**config.mk**
```make
export PLATFORM = sky130hd
export DESIGN_NAME = parking_gate_ctrl
export DESIGN_NICKNAME = d
export VERILOG_FILES = /design/src/rtl/parking_gate_ctrl.sv
export SDC_FILE = /design/constraint.sdc
export NUM_CORES = 1
export LEC_CHECK = 0
export CORE_MARGIN = 5
export CORE_UTILIZATION = 51
export CTS_CLUSTER_SIZE = 40
export DETAILED_ROUTE_END_ITERATION = 6
export PLACE_DENSITY = 0.84
export SETUP_SLACK_MARGIN = 0.02
export SYNTH_ARGS = -nofsm -noshare
export SYNTH_HDL_FRONTEND = slang
export SYNTH_SLANG_ARGS = --single-unit
```
**constraint.sdc**
```tcl
create_clock -name clk -period 2.05 [get_ports clk]
set_input_delay 0.615 -clock clk [delete_from_list [all_inputs] [get_ports clk]]
set_output_delay 0.615 -clock clk [all_outputs]
set_load 0.02 [all_outputs]
```
**src/rtl/parking_gate_ctrl.sv**
```systemverilog
// Gate front-end: edge-detects entry/exit requests, queues them and serializes one clean
// car_entered/car_exited event per car. Optional reject counter: PARKING_GATE_REJECT_CNT_EN.
module parking_gate_ctrl #(
    parameter int OPEN_CYCLES = 4,
    parameter int QDEPTH      = 4
) (
    input  logic        clk,
    input  logic        rst_n,
    input  logic        req_in,
    input  logic        req_in_uni,
    input  logic        req_out,
    input  logic        req_out_uni,
    input  logic        uni_is_vacated_space,
    input  logic        is_vacated_space,
    output logic        car_entered,
    output logic        is_uni_car_enterd,
    output logic        car_exited,
    output logic        is_uni_car_exited,
    output logic        barrier_open,
    output logic        reject,
    output logic        drop,
    output logic        busy,
    output logic [15:0] rejected_cnt
);
    // state | meaning
    // IDLE  | waiting; pops exit queue first, then entry queue
    // CHECK | entry vacancy decision (exits pass straight through)
    // PULSE | one-cycle car_entered / car_exited
    // HOLD  | barrier held open, down-counter to terminal count 0
    typedef enum logic [1:0] {IDLE, CHECK, PULSE, HOLD} state_t;

    localparam int AW = $clog2(QDEPTH);
    localparam int CW = (OPEN_CYCLES > 1) ? $clog2(OPEN_CYCLES) : 1;

    state_t          state_q, state_d;
    logic            dir_exit_q, dir_exit_d;
    logic            cur_q, cur_d;
    logic [CW-1:0]   cnt_q, cnt_d;
    logic            reject_q, reject_d;
    logic            drop_q, drop_d;
    logic            req_in_q, req_out_q;
    logic [QDEPTH-1:0] in_mem_q, in_mem_d, out_mem_q, out_mem_d;
    logic [AW:0]     in_wr_q, in_wr_d, in_rd_q, in_rd_d;
    logic [AW:0]     out_wr_q, out_wr_d, out_rd_q, out_rd_d;

    logic push_in, push_out, pop_in, pop_out;
    logic in_full, in_empty, out_full, out_empty, accept;

    assign push_in   = req_in & ~req_in_q;
    assign push_out  = req_out & ~req_out_q;
    assign in_empty  = (in_wr_q == in_rd_q);
    assign out_empty = (out_wr_q == out_rd_q);
    assign in_full   = (in_wr_q[AW] != in_rd_q[AW]) && (in_wr_q[AW-1:0] == in_rd_q[AW-1:0]);
    assign out_full  = (out_wr_q[AW] != out_rd_q[AW]) && (out_wr_q[AW-1:0] == out_rd_q[AW-1:0]);
    // University cars may overflow into the free area.
    assign accept    = cur_q ? (uni_is_vacated_space | is_vacated_space) : is_vacated_space;

    always_comb begin
        state_d    = state_q;
        dir_exit_d = dir_exit_q;
        cur_d      = cur_q;
        cnt_d      = cnt_q;
        reject_d   = 1'b0;
        pop_in     = 1'b0;
        pop_out    = 1'b0;
        case (state_q)
            IDLE: begin
                if (!out_empty) begin
                    pop_out    = 1'b1;
                    cur_d      = out_mem_q[out_rd_q[AW-1:0]];
                    dir_exit_d = 1'b1;
                    state_d    = CHECK;
                end else if (!in_empty) begin
                    pop_in     = 1'b1;
                    cur_d      = in_mem_q[in_rd_q[AW-1:0]];
                    dir_exit_d = 1'b0;
                    state_d    = CHECK;
                end
            end
            CHECK: begin
                if (dir_exit_q || accept) begin
                    state_d = PULSE;
                end else begin
                    reject_d = 1'b1;
                    state_d  = IDLE;
                end
            end
            PULSE: begin
                state_d = HOLD;
                cnt_d   = CW'(OPEN_CYCLES - 1);
            end
            HOLD: begin
                if (cnt_q == '0) state_d = IDLE;
                else             cnt_d   = cnt_q - 1'b1;
            end
            default: state_d = IDLE;
        endcase
    end

    // Fullness is taken from the registered pointers, i.e. before any same-edge pop.
    always_comb begin
        in_mem_d  = in_mem_q;
        in_wr_d   = in_wr_q;
        in_rd_d   = in_rd_q;
        out_mem_d = out_mem_q;
        out_wr_d  = out_wr_q;
        out_rd_d  = out_rd_q;
        drop_d    = (push_in & in_full) | (push_out & out_full);
        if (push_in && !in_full) begin
            in_mem_d[in_wr_q[AW-1:0]] = req_in_uni;
            in_wr_d = in_wr_q + 1'b1;
        end
        if (push_out && !out_full) begin
            out_mem_d[out_wr_q[AW-1:0]] = req_out_uni;
            out_wr_d = out_wr_q + 1'b1;
        end
        if (pop_in)  in_rd_d  = in_rd_q + 1'b1;
        if (pop_out) out_rd_d = out_rd_q + 1'b1;
    end

    always_ff @(posedge clk or negedge rst_n) begin
        if (!rst_n) begin
            state_q    <= IDLE;
            dir_exit_q <= 1'b0;
            cur_q      <= 1'b0;
            cnt_q      <= '0;
            reject_q   <= 1'b0;
            drop_q     <= 1'b0;
            req_in_q   <= 1'b0;
            req_out_q  <= 1'b0;
            in_mem_q   <= '0;
            in_wr_q    <= '0;
            in_rd_q    <= '0;
            out_mem_q  <= '0;
            out_wr_q   <= '0;
            out_rd_q   <= '0;
        end else begin
            state_q    <= state_d;
            dir_exit_q <= dir_exit_d;
            cur_q      <= cur_d;
            cnt_q      <= cnt_d;
            reject_q   <= reject_d;
            drop_q     <= drop_d;
            req_in_q   <= req_in;
            req_out_q  <= req_out;
            in_mem_q   <= in_mem_d;
            in_wr_q    <= in_wr_d;
            in_rd_q    <= in_rd_d;
            out_mem_q  <= out_mem_d;
            out_wr_q   <= out_wr_d;
            out_rd_q   <= out_rd_d;
        end
    end

`ifdef PARKING_GATE_REJECT_CNT_EN
    logic [15:0] rej_cnt_q, rej_cnt_d;

    always_comb begin
        rej_cnt_d = rej_cnt_q;
        if (reject_d && rej_cnt_q != 16'hFFFF) rej_cnt_d = rej_cnt_q + 16'd1;
    end

    always_ff @(posedge clk or negedge rst_n) begin
        if (!rst_n) rej_cnt_q <= '0;
        else        rej_cnt_q <= rej_cnt_d;
    end

    assign rejected_cnt = rej_cnt_q;
`else
    assign rejected_cnt = '0;
`endif

    assign busy              = (state_q != IDLE);
    assign barrier_open      = (state_q == PULSE) || (state_q == HOLD);
    assign car_entered       = (state_q == PULSE) && !dir_exit_q;
    assign car_exited        = (state_q == PULSE) && dir_exit_q;
    assign is_uni_car_enterd = busy && !dir_exit_q && cur_q;
    assign is_uni_car_exited = busy && dir_exit_q && cur_q;
    assign reject            = reject_q;
    assign drop              = drop_q;

endmodule

```
==> impl_metrics.tcl <==
set metrics [dict create \
    startpoint "state_q[0]$_DFFE_PN0P_" \
    grt_use_met2_pct 26.0 \
    placed_area_mm2 0.00184 \
    avgSynthCellArea_um2 11.5 \
    skew_ns 0.00738 \
    grt_pass1_wl_mm 4.91 \
    cts_buffers 5 \
    synth_cell_type_count 37 \
    start_kind "flop" \
    final_common_cell "dfrtp_1" \
    sw_frac_of_total_pct 38.5 \
    holdWs_ns 0.510 \
    viasPerCell 4.88 \
    drt_first_pass_iters 4 \
    p_leak_uw 0.000902 \
    status "finished, final reports clean" \
    maxCapViolCount 0 \
    start_util_pct 54.2 \
    finalSetupViolations 0 \
    area_growth_pct 13.5 \
    internal_power_uw 1620 \
    stdcell_area_mm2 0.00191 \
    die_h_um 67.4 \
    finalMaxSlewViolations 0 \
    power.net_switching_uw 1010 \
    drt_iter0_markers 41 \
    drive_gt1_share_pct 20.0 \
    power.density_mw_per_mm2 1380 \
    cts_buffer_depth 2 \
    cp-end-kind "output port" \
    clk_pin_slew_ns 0.09 \
    use_met1_pct 16.6 \
    timing.rr.start "in_wr_q[1]$_DFFE_PN0P_" \
    pwr-share-clk_pct 16.4 \
    peakVddDrop_uv 727 \
    grt_usage_pct 15.0 \
    final_cell_mix "30 x dfrtp_1, 16 x conb_1, 13 x nand2_1, 11 x ha_1, 10 x mux2_2" \
    grt_pass1_vias 1095 \
    gp_congestion 0.850 \
    dieArea_mm2 0.00455 \
    num_antenna_cells 0 \
    place.port_buffers 15 \
    critPathArrivalTime_ns 1.32 \
    dpl.hpwl_mm 2.16 \
    ys_seq_area_share_pct 44.6 \
    synthFlopType "dfrtp_1" \
    core_mm2 0.00310 \
    required_ns 1.43 \
    clkSinkCount 30 \
    num_vias 1045 \
    postCtsHoldBufs 0 \
    antenna_found_initial 0 \
    hold_viol_final 0 \
    drt_drc_violations_left 0 \
    grt_overflow 0 \
    fin_nets 188 \
    htreeDepth 2 \
    synth_cells 146 \
    totalNegativeSetupSlack_ns 0 \
    synth_seq_cells 30 \
    ys_warn_count 0 \
    clk_latency_ns 0.32 \
    drt_wl_total_mm 2.85 \
    critical_path_class "flop to output port" \
    post-route-period-util_pct 94.4 \
    antenna_left 0 \
    finalCriticalPeriod_ns 1.93 \
    min-delay-start "in_mem_q[1]$_DFFE_PN0P_" \
    worstPathMaxFanout 4 \
    busiest_layer "met2" \
    synth.cell_area_mm2 0.00168 \
    std_cell_rows 20 \
    combinationalPowerShare_pct 42.6 \
    worstHoldPathType "flop to flop" \
    utilization_pct 61.5 \
    synth-edff-count 0 \
    wl_per_cell_um 13.3 \
    rsz0062_at_grt "false" \
    fmax_mhz 517 \
    io_pins 32 \
    die_x_um 67.4 \
    synth-async-reset-ratio_pct 100 \
    seq_power_share_pct 41.0 \
    cts_tree "done" \
    cts-root-buf "clkbuf_4" \
    met3_usage_pct 5.66 \
    grt_max_degree 31 \
]
worst paths after layout:
| check | cells after the start | endpoint | slack (ns) |
|---|---|---|---|
| min reg2reg | 1 | in_mem_q[1]$_DFFE_PN0P_ | 0.51 |
| min in group asynchronous | 2 | out_wr_q[0]$_DFFE_PN0P_ | 0.67 |
| max | 4 | car_exited | 0.12 |
| min | 1 | in_mem_q[1]$_DFFE_PN0P_ | 0.51 |
| max in group asynchronous | 2 | reject$_DFF_PN0_ | 1.10 |
| max reg2reg | 4 | in_mem_q[3]$_DFFE_PN0P_ | 0.37 |
power by group through the flow:
| stage | Clock [µW] | Sequential [µW] | Combinational, µW |
|---|---|---|---|
| finish | 431 | 1080 | 1120 |
| CTS | 442 | 1070 | 1140 |
| global placement | 0 | 1070 | 1070 |
| floorplan | 0 | 1040 | 889 |
| global route | 487 | 1110 | 1260 |
| detailed placement | 0 | 1090 | 1130 |
per-layer routing:
layer	vias to the layer above	part of all wire, %
li1	514	-
met1	498	41
met2	31	52
met3	2	6.5
met4	0	0.35
met5	-	0
state kept, by name, indices dropped and copies added, names as in the netlist, named ones only:
signal	flops
in_wr_q	3
reject	1
in_rd_q	3
req_in_q	1
state_q	1
out_wr_q	3
drop	1
in_mem_q	4
cur_q	1
req_out_q	1
out_mem_q	4
dir_exit_q	1
out_rd_q	3
cnt_q	2
area by class of cell:
cell class	instances	area, µm²
Clock buffer	8	78.8
Fill cell	268	1190
Inverter	9	33.8
Multi-Input combinational cell	104	828
Sequential cell	30	751
Tap cell	44	55.1
Timing Repair Buffer	19	161
through the flow:
step                power, µW  cells  setup slack (ns)
finish                   2630    214             0.115
global placement         2140    205             0.113
global route             2860    214            0.0152
floorplan                1920    161             0.251
detailed placement       2220    205            0.0204
CTS                      2660    214            0.0230
logic make-up after synthesis:
kind of cell | count (synthesis) | synth area share [%]
DFF | 30 | 44.6
adders and majority gates | 11 | 8.18
other | 1 | 0.223
and+or+nand+nor | 32 | 9.67
AOI/OAI and AO/OA | 16 | 8.04
xor gates and xnor gates | 16 | 9.23
muxes | 13 | 10.4
buffers and inverters | 27 | 9.60
critical path, stage by stage (launching register included):
cell and delay [ns]:
dfrtp_1 0.41, buf_4 0.16, inv_1 0.10, and3_1 0.16, buf_2 0.17
cell usage after synthesis (all sizes together), types with 2 or more instances:
library cell | number | share of area [%]
dfrtp | 30 | 45
buf | 16 | 7.1
nand2 | 13 | 2.9
ha | 11 | 8.2
mux2 | 10 | 6.7
xnor2 | 10 | 5.7
inv | 9 | 2.0
xor2 | 6 | 3.6
nor2 | 4 | 0.89
and3 | 3 | 1.1
nor3 | 3 | 0.89
o21ai | 3 | 0.89
a211o | 2 | 1.0
a21oi | 2 | 0.60
a31oi | 2 | 1.6
clkbuf | 2 | 0.45
mux4 | 2 | 3.1
nand3 | 2 | 0.60
timing repair:
| item | 4_1_cts | 5_1_grt |
|---|---|---|
| setup endpoints to repair | 6 | 3 |
| setup buffers | 1 | 0 |
| gates resized for setup | 10 | 5 |
No activity file was read; power rests on OpenSTA's default activity.
